[src/rtl/fetch_stage_pkg.sv]
// Shared encodings and defaults for the instruction-fetch stage.
package fetch_stage_pkg;

  localparam logic [1:0] FETCH  = 2'd0;
  localparam logic [1:0] HOLD   = 2'd1;
  localparam logic [1:0] SQUASH = 2'd2;

  localparam logic [31:0] DEF_RESET_PC  = 32'h0040_0000;
  localparam logic [31:0] DEF_NOP_INSTR = 32'h0000_0000;

  typedef struct packed {
    logic [31:0] instr;
    logic [31:0] pc_plus_4;
  } ifid_t;

endpackage

[src/rtl/fetch_stage_if.sv]
// Single-outstanding instruction-memory handshake between fetch and imem.
interface fetch_stage_if;
  logic        imem_req;
  logic [31:0] imem_addr;
  logic        imem_ready;
  logic [31:0] imem_rdata;

  modport master (output imem_req, output imem_addr, input imem_ready, input imem_rdata);
  modport slave  (input imem_req, input imem_addr, output imem_ready, output imem_rdata);
endinterface

[src/rtl/fetch_pc_sel.sv]
// Decode redirect detection and target priority (jr > jump > branch).
module fetch_pc_sel (
  input  logic        stallD,
  input  logic        pcsrcD,
  input  logic [31:0] branch_addrD,
  input  logic        jumpD,
  input  logic [31:0] jump_addrD,
  input  logic        jrD,
  input  logic [31:0] jr_addrD,
  output logic        redirect,
  output logic [31:0] target
);

  always_comb begin
    target = branch_addrD;
    if (jrD)
      target = jr_addrD;
    else if (jumpD)
      target = jump_addrD;
  end

  // A stalled decode re-presents its redirect later, so it is ignored now.
  assign redirect = !stallD && (jrD || jumpD || pcsrcD);

endmodule

[src/rtl/fetch_stage.sv]
// Instruction fetch with PC, one-entry return buffer, squash tracking and IF/ID register.
module fetch_stage
  import fetch_stage_pkg::*;
#(
  parameter logic [31:0] RESET_PC  = DEF_RESET_PC,
  parameter logic [31:0] NOP_INSTR = DEF_NOP_INSTR
) (
  input  logic         clk,
  input  logic         rst,
  input  logic         stallD,
  input  logic         pcsrcD,
  input  logic [31:0]  branch_addrD,
  input  logic         jumpD,
  input  logic [31:0]  jump_addrD,
  input  logic         jrD,
  input  logic [31:0]  jr_addrD,
  fetch_stage_if.master imem,
  output logic [31:0]  instrD,
  output logic [31:0]  pc_plus_4_decoded,
  output logic         validD,
  output logic         fetch_busy
);

  logic [1:0]  state_p0;
  logic [31:0] pc_p0;
  logic [31:0] buf_p0;
  logic [31:0] pend_p0;
  ifid_t       ifid_p1;
  logic        vld_p1;
  logic        redirect;
  logic [31:0] target;
  logic [31:0] pc_plus_4;

  fetch_pc_sel u_pc_sel (
    .stallD       (stallD),
    .pcsrcD       (pcsrcD),
    .branch_addrD (branch_addrD),
    .jumpD        (jumpD),
    .jump_addrD   (jump_addrD),
    .jrD          (jrD),
    .jr_addrD     (jr_addrD),
    .redirect     (redirect),
    .target       (target)
  );

  assign pc_plus_4      = pc_p0 + 32'd4;
  assign imem.imem_req  = ((state_p0 == FETCH) || (state_p0 == SQUASH)) && !rst;
  assign imem.imem_addr = pc_p0;
  assign fetch_busy     = ((state_p0 == FETCH) && !imem.imem_ready) || (state_p0 == SQUASH);

  // ---- PC / FSM stage feeding the IF/ID register ----
  always_ff @(posedge clk) begin
    if (rst) begin
      state_p0 <= FETCH;
      pc_p0    <= RESET_PC;
      buf_p0   <= '0;
      pend_p0  <= '0;
      ifid_p1  <= '{instr: NOP_INSTR, pc_plus_4: 32'd0};
      vld_p1   <= 1'b0;
    end else begin
      case (state_p0)
        FETCH: begin
          if (imem.imem_ready) begin
            if (redirect) begin
              pc_p0         <= target;
              ifid_p1.instr <= NOP_INSTR;
              vld_p1        <= 1'b0;
            end else if (!stallD) begin
              ifid_p1 <= '{instr: imem.imem_rdata, pc_plus_4: pc_plus_4};
              vld_p1  <= 1'b1;
              pc_p0   <= pc_plus_4;
            end else begin
              buf_p0   <= imem.imem_rdata;
              state_p0 <= HOLD;
            end
          end else if (redirect) begin
            pend_p0       <= target;
            ifid_p1.instr <= NOP_INSTR;
            vld_p1        <= 1'b0;
            state_p0      <= SQUASH;
          end else if (!stallD) begin
            ifid_p1.instr <= NOP_INSTR;
            vld_p1        <= 1'b0;
          end
        end
        HOLD: begin
          if (redirect) begin
            pc_p0         <= target;
            ifid_p1.instr <= NOP_INSTR;
            vld_p1        <= 1'b0;
            state_p0      <= FETCH;
          end else if (!stallD) begin
            ifid_p1  <= '{instr: buf_p0, pc_plus_4: pc_plus_4};
            vld_p1   <= 1'b1;
            pc_p0    <= pc_plus_4;
            state_p0 <= FETCH;
          end
        end
        SQUASH: begin
          // The old-PC request stays on the bus until memory answers; its data is dropped.
          if (redirect)
            pend_p0 <= target;
          if (!stallD) begin
            ifid_p1.instr <= NOP_INSTR;
            vld_p1        <= 1'b0;
          end
          if (imem.imem_ready) begin
            pc_p0    <= redirect ? target : pend_p0;
            state_p0 <= FETCH;
          end
        end
        default: state_p0 <= FETCH;
      endcase
    end
  end

  assign instrD            = ifid_p1.instr;
  assign pc_plus_4_decoded = ifid_p1.pc_plus_4;
  assign validD            = vld_p1;

endmodule

[src/flat_wrapper.sv]
// flat-port wrapper written by rule: the top's interface ports become plain ports
module fetch_stage_flat import fetch_stage_pkg::*;
#(
  parameter logic [31:0] RESET_PC  = DEF_RESET_PC,
  parameter logic [31:0] NOP_INSTR = DEF_NOP_INSTR
)
  (clk, rst, stallD, pcsrcD, branch_addrD, jumpD, jump_addrD, jrD, jr_addrD, instrD, pc_plus_4_decoded, validD, fetch_busy, imem_imem_req, imem_imem_addr, imem_imem_ready, imem_imem_rdata);
  fetch_stage_if imem_i ();
  input  logic clk;
  input  logic rst;
  input  logic stallD;
  input  logic pcsrcD;
  input  logic [31:0] branch_addrD;
  input  logic jumpD;
  input  logic [31:0] jump_addrD;
  input  logic jrD;
  input  logic [31:0] jr_addrD;
  output logic [31:0] instrD;
  output logic [31:0] pc_plus_4_decoded;
  output logic validD;
  output logic fetch_busy;
  output wire logic [$bits(imem_i.imem_req)-1:0] imem_imem_req;
  output wire logic [$bits(imem_i.imem_addr)-1:0] imem_imem_addr;
  input wire logic [$bits(imem_i.imem_ready)-1:0] imem_imem_ready;
  input wire logic [$bits(imem_i.imem_rdata)-1:0] imem_imem_rdata;
  assign imem_imem_req = imem_i.imem_req;
  assign imem_imem_addr = imem_i.imem_addr;
  assign imem_i.imem_ready = imem_imem_ready;
  assign imem_i.imem_rdata = imem_imem_rdata;
  fetch_stage #(.RESET_PC(RESET_PC), .NOP_INSTR(NOP_INSTR)) u_core (.clk(clk), .rst(rst), .stallD(stallD), .pcsrcD(pcsrcD), .branch_addrD(branch_addrD), .jumpD(jumpD), .jump_addrD(jump_addrD), .jrD(jrD), .jr_addrD(jr_addrD), .imem(imem_i), .instrD(instrD), .pc_plus_4_decoded(pc_plus_4_decoded), .validD(validD), .fetch_busy(fetch_busy));
endmodule
[config.mk]
export PLATFORM = sky130hd
export DESIGN_NAME = fetch_stage_flat
export DESIGN_NICKNAME = d
export VERILOG_FILES = /design/src/rtl/fetch_stage_pkg.sv /design/src/rtl/fetch_stage_if.sv /design/src/rtl/fetch_pc_sel.sv /design/src/rtl/fetch_stage.sv /design/src/flat_wrapper.sv
export SDC_FILE = /design/constraint.sdc
export NUM_CORES = 1
export LEC_CHECK = 0
export CELL_PAD_IN_SITES_DETAIL_PLACEMENT = 0
export CELL_PAD_IN_SITES_GLOBAL_PLACEMENT = 1
export CORE_MARGIN = 4
export CORE_UTILIZATION = 30
export DETAILED_ROUTE_END_ITERATION = 7
export PLACE_DENSITY_LB_ADDON = 0.1
export SLEW_MARGIN = 20
export SYNTH_ARGS = -nofsm -noshare
export SYNTH_HDL_FRONTEND = slang
export SYNTH_HIERARCHICAL = 1
export SYNTH_SLANG_ARGS = --single-unit
[constraint.sdc]
create_clock -name clk -period 2.9 [get_ports clk]
set_input_delay 0.58 -clock clk [delete_from_list [all_inputs] [get_ports clk]]
set_output_delay 0.58 -clock clk [all_outputs]
set_load 0.02 [all_outputs]
==> results of run 1 <==
[synthesized netlist by cell type (13+ instances only)]
cell and number:
a211oi_1 33, a21oi_1 93, a22o_1 32, a22oi_1 35, buf_2 13, clkbuf_1 77, dfxtp_1 163, mux2i_1 45
nand2_1 234, nand3_1 17, nand4_1 13, nor2_1 96, o21ai_0 45, o21ai_1 31, xnor2_1 17
[area by class of cell]
cell class / instances / area, sq um
inverters: 10 / 37.5
flip-flops and latches: 163 / 3260
clock inverters: 13 / 163
multi-input cells: 820 / 4680
fillers: 2848 / 15700
well taps: 378 / 473
clock buffers: 19 / 443
repair buffers: 297 / 2920
[logic make-up after synthesis]
family                     share of synthesized area
and+or+nand+nor                                0.221
AOI/OAI and AO/OA                              0.242
DFF                                            0.388
adders and majority gates                    0.00743
muxes                                         0.0562
buffers and inverters                         0.0620
xor gates and xnor gates                      0.0239
[routing by layer]
| metal | track usage | wire [microns] | vias to the layer above |
|---|---|---|---|
| met5 | 0 | 0 | - |
| met4 | 0.0322 | 126 | 0 |
| met3 | 0.0433 | 1880 | 6 |
| met2 | 0.255 | 11900 | 251 |
| met1 | 0.280 | 14800 | 3803 |
| li1 | - | - | 4297 |
[worst max-delay path: cells and delay by family (launching register included)]
kind / cells / cell delay, ps
flip-flops: 1 / 420
adder cells (fa/ha/maj): 1 / 350
buffers and inverters: 2 / 660
AND/OR/NAND/NOR: 1 / 370
[metrics by stage]
stage | instances | power (uW) | cell area, sq um
finish | 1700 | 6680 | 12000
floorplan | 1096 | 3530 | 8420
global placement | 1668 | 4380 | 11400
detailed placement | 1668 | 4390 | 11400
global route | 1700 | 7030 | 12000
CTS | 1700 | 6770 | 12000
[registers in the layout (all words and copies together), names as in the netlist]
register / count
u_core/imem.imem_addr: 32
u_core/pc_plus_4_decoded: 32
u_core/buf_p0: 32
u_core/validD: 1
u_core/state_p0: 2
u_core/instrD: 32
u_core/pend_p0: 32
[path summary, 6_finish.rpt]
check	depth (start not counted)	to	slack [ps]
setup reg to reg	5	u_core/imem.imem_addr[30]	280
setup / recovery	4	fetch_busy	110
hold reg to reg	2	u_core/pend_p0[31]	450
hold / removal	2	u_core/pend_p0[31]	450
[power breakdown]
group / switching [uW] / internal, uW
sequential: 145 / 2410
clock: 1030 / 1330
combinational: 964 / 814
[cells in the final DEF (no fill, tap or decap), types with 13 or more instances in the layout]
cell             Yosys  final
nand2_1            234    234
clkdlybuf4s50_1      0    230
dfxtp_1            163    162
nor2_1              96     93
a21oi_1             93     92
buf_4                2     55
o21ai_0             45     45
mux2i_1             45     45
a22oi_1             35     35
a211oi_1            33     32
a22o_1              32     32
o21ai_1             31     29
clkbuf_16            0     17
nand3_1             17     17
xnor2_1             17     17
nand4_1             13     13
==> key figures, run 1 <==
Status
  • Status: complete, no violations

Logic synthesis
  • Synthesized Nets: 1236
  • Seq/Total Area, Yosys: 0.388
  • Synth top area share: 0.388
  • Synth Area per Inst: 7.68 sq um
  • Yosys top cell by area: dfxtp_1
  • Post-synth EDFFs: 0
  • Yosys reg bits: 163
  • Synth area leaders: dfxtp_1 (39%), nand2_1 (10%), a21oi_1 (5.5%)
  • Mapped Cells: 1096
  • Synthesized area: 8420 sq um
  • Cell variety after synth: 59
  • Yosys warns: 6
  • Asr flop ratio synth: 0
  • Most used DFF post-synth: dfxtp_1

STA
  • Worst Skew: 10.6 ps
  • Worst slew margin: 0.552
  • Tmin final: 2790 ps
  • Final WS setup: 110 ps
  • Final slew viol count: 0
  • Achievable frequency: 358 MHz
  • Worst-margin pin slew: 666 ps
  • Hold slack final: 454 ps
  • Hold Vio Cnt, Final: 0
  • RSZ-0062 raised after global routing: false
  • Period utilisation layout: 0.962
  • Setup TNS: 0 ps
  • Final setup fails: 0

Worst setup path
  • Crit path DAT: 2210 ps
  • Crit end category: primary output
  • Crit path cell chain: inv_1 -> ha_1 -> or2_2 -> clkdlybuf4s50_1
  • Crit Path Max Fanout: 10
  • Setup Crit Path Kind: register to primary output
  • Startpoint type of the worst setup path: register
  • Crit-path max cell delay: 550 ps
  • CP startpoint: u_core/state_p0[0]
  • CP Data Required Time: 2320 ps
  • Slowest library cell on the worst path: clkdlybuf4s50_1
  • Reg2Reg Launch Point: u_core/imem.imem_addr[16]

Floorplan
  • Core ar.: 27700 sq um
  • Std-Cell Rows: 61
  • I/O pin total: 234
  • Die width: 175 microns
  • Die H: 175 microns
  • Initial Util: 0.304
  • Die ar.: 30800 sq um

Clock tree
  • H-Tree Depth: 4
  • CTS tree: yes
  • Clk buf depth: 2
  • Hold buffers post-CTS: 0
  • Root Buffer Master: clkbuf_16
  • CTS-repair resized insts: 0
  • Clock slew at reported path FFs: 70 ps
  • Clock net sink count: 163
  • CTS Buf Count: 17
  • Number of post-CTS setup repair buffers: 0
  • Clk_lat worst skew: 420 ps

Final layout
  • Share of cells above drive strength 1: 0.0900
  • Final #Nets: 1449
  • Ant diodes: 0
  • P&R area growth vs syn: 42.3%
  • Fin util: 0.432

Detailed routing
  • Residual DRC: 0
  • DR WL/cell: 16.9 microns
  • Vias: 8357
  • DRT antenna net count: 0
  • DR vias/cell: 4.92
  • DRT Wirelength: 28700 microns
  • Initial DRC count: 592
  • DR pass1 iterations: 4

Power
  • Maximum vdd drop: 0.351 mV
  • PD cells: 558 nW/um^2
  • Leak Pwr: 0.00424 uW

Placement
  • GPL Wtd Cong: 0.809
  • Post-Place Worst Slack: 110 ps
  • IO buf count: 233
  • Final HPWL from detailed placement: 20500 microns

GRT
  • Global route overflow: 0
  • Largest net degree at the start of global routing: 100
  • Vias in the first global route: 7704
  • First-pass GRT wire length: 44700 microns
  • Initial antenna violation count: 0
  • Overall Global Routing Usage: 0.181

Job
  • Max_cap viols: 0

Worst hold path
  • HP Class: register to register
  • Hold Crit Start: u_core/pend_p0[31]
(Power assumes the default switching activity.)
==> run 2: changes to the inputs <==
Settings changed: CTS_CLUSTER_SIZE set to 25, SKIP_LAST_GASP set to 1.
==> results of run 2 <==
Same layout as run 1: the final DEF is identical, and so are final timing and power.
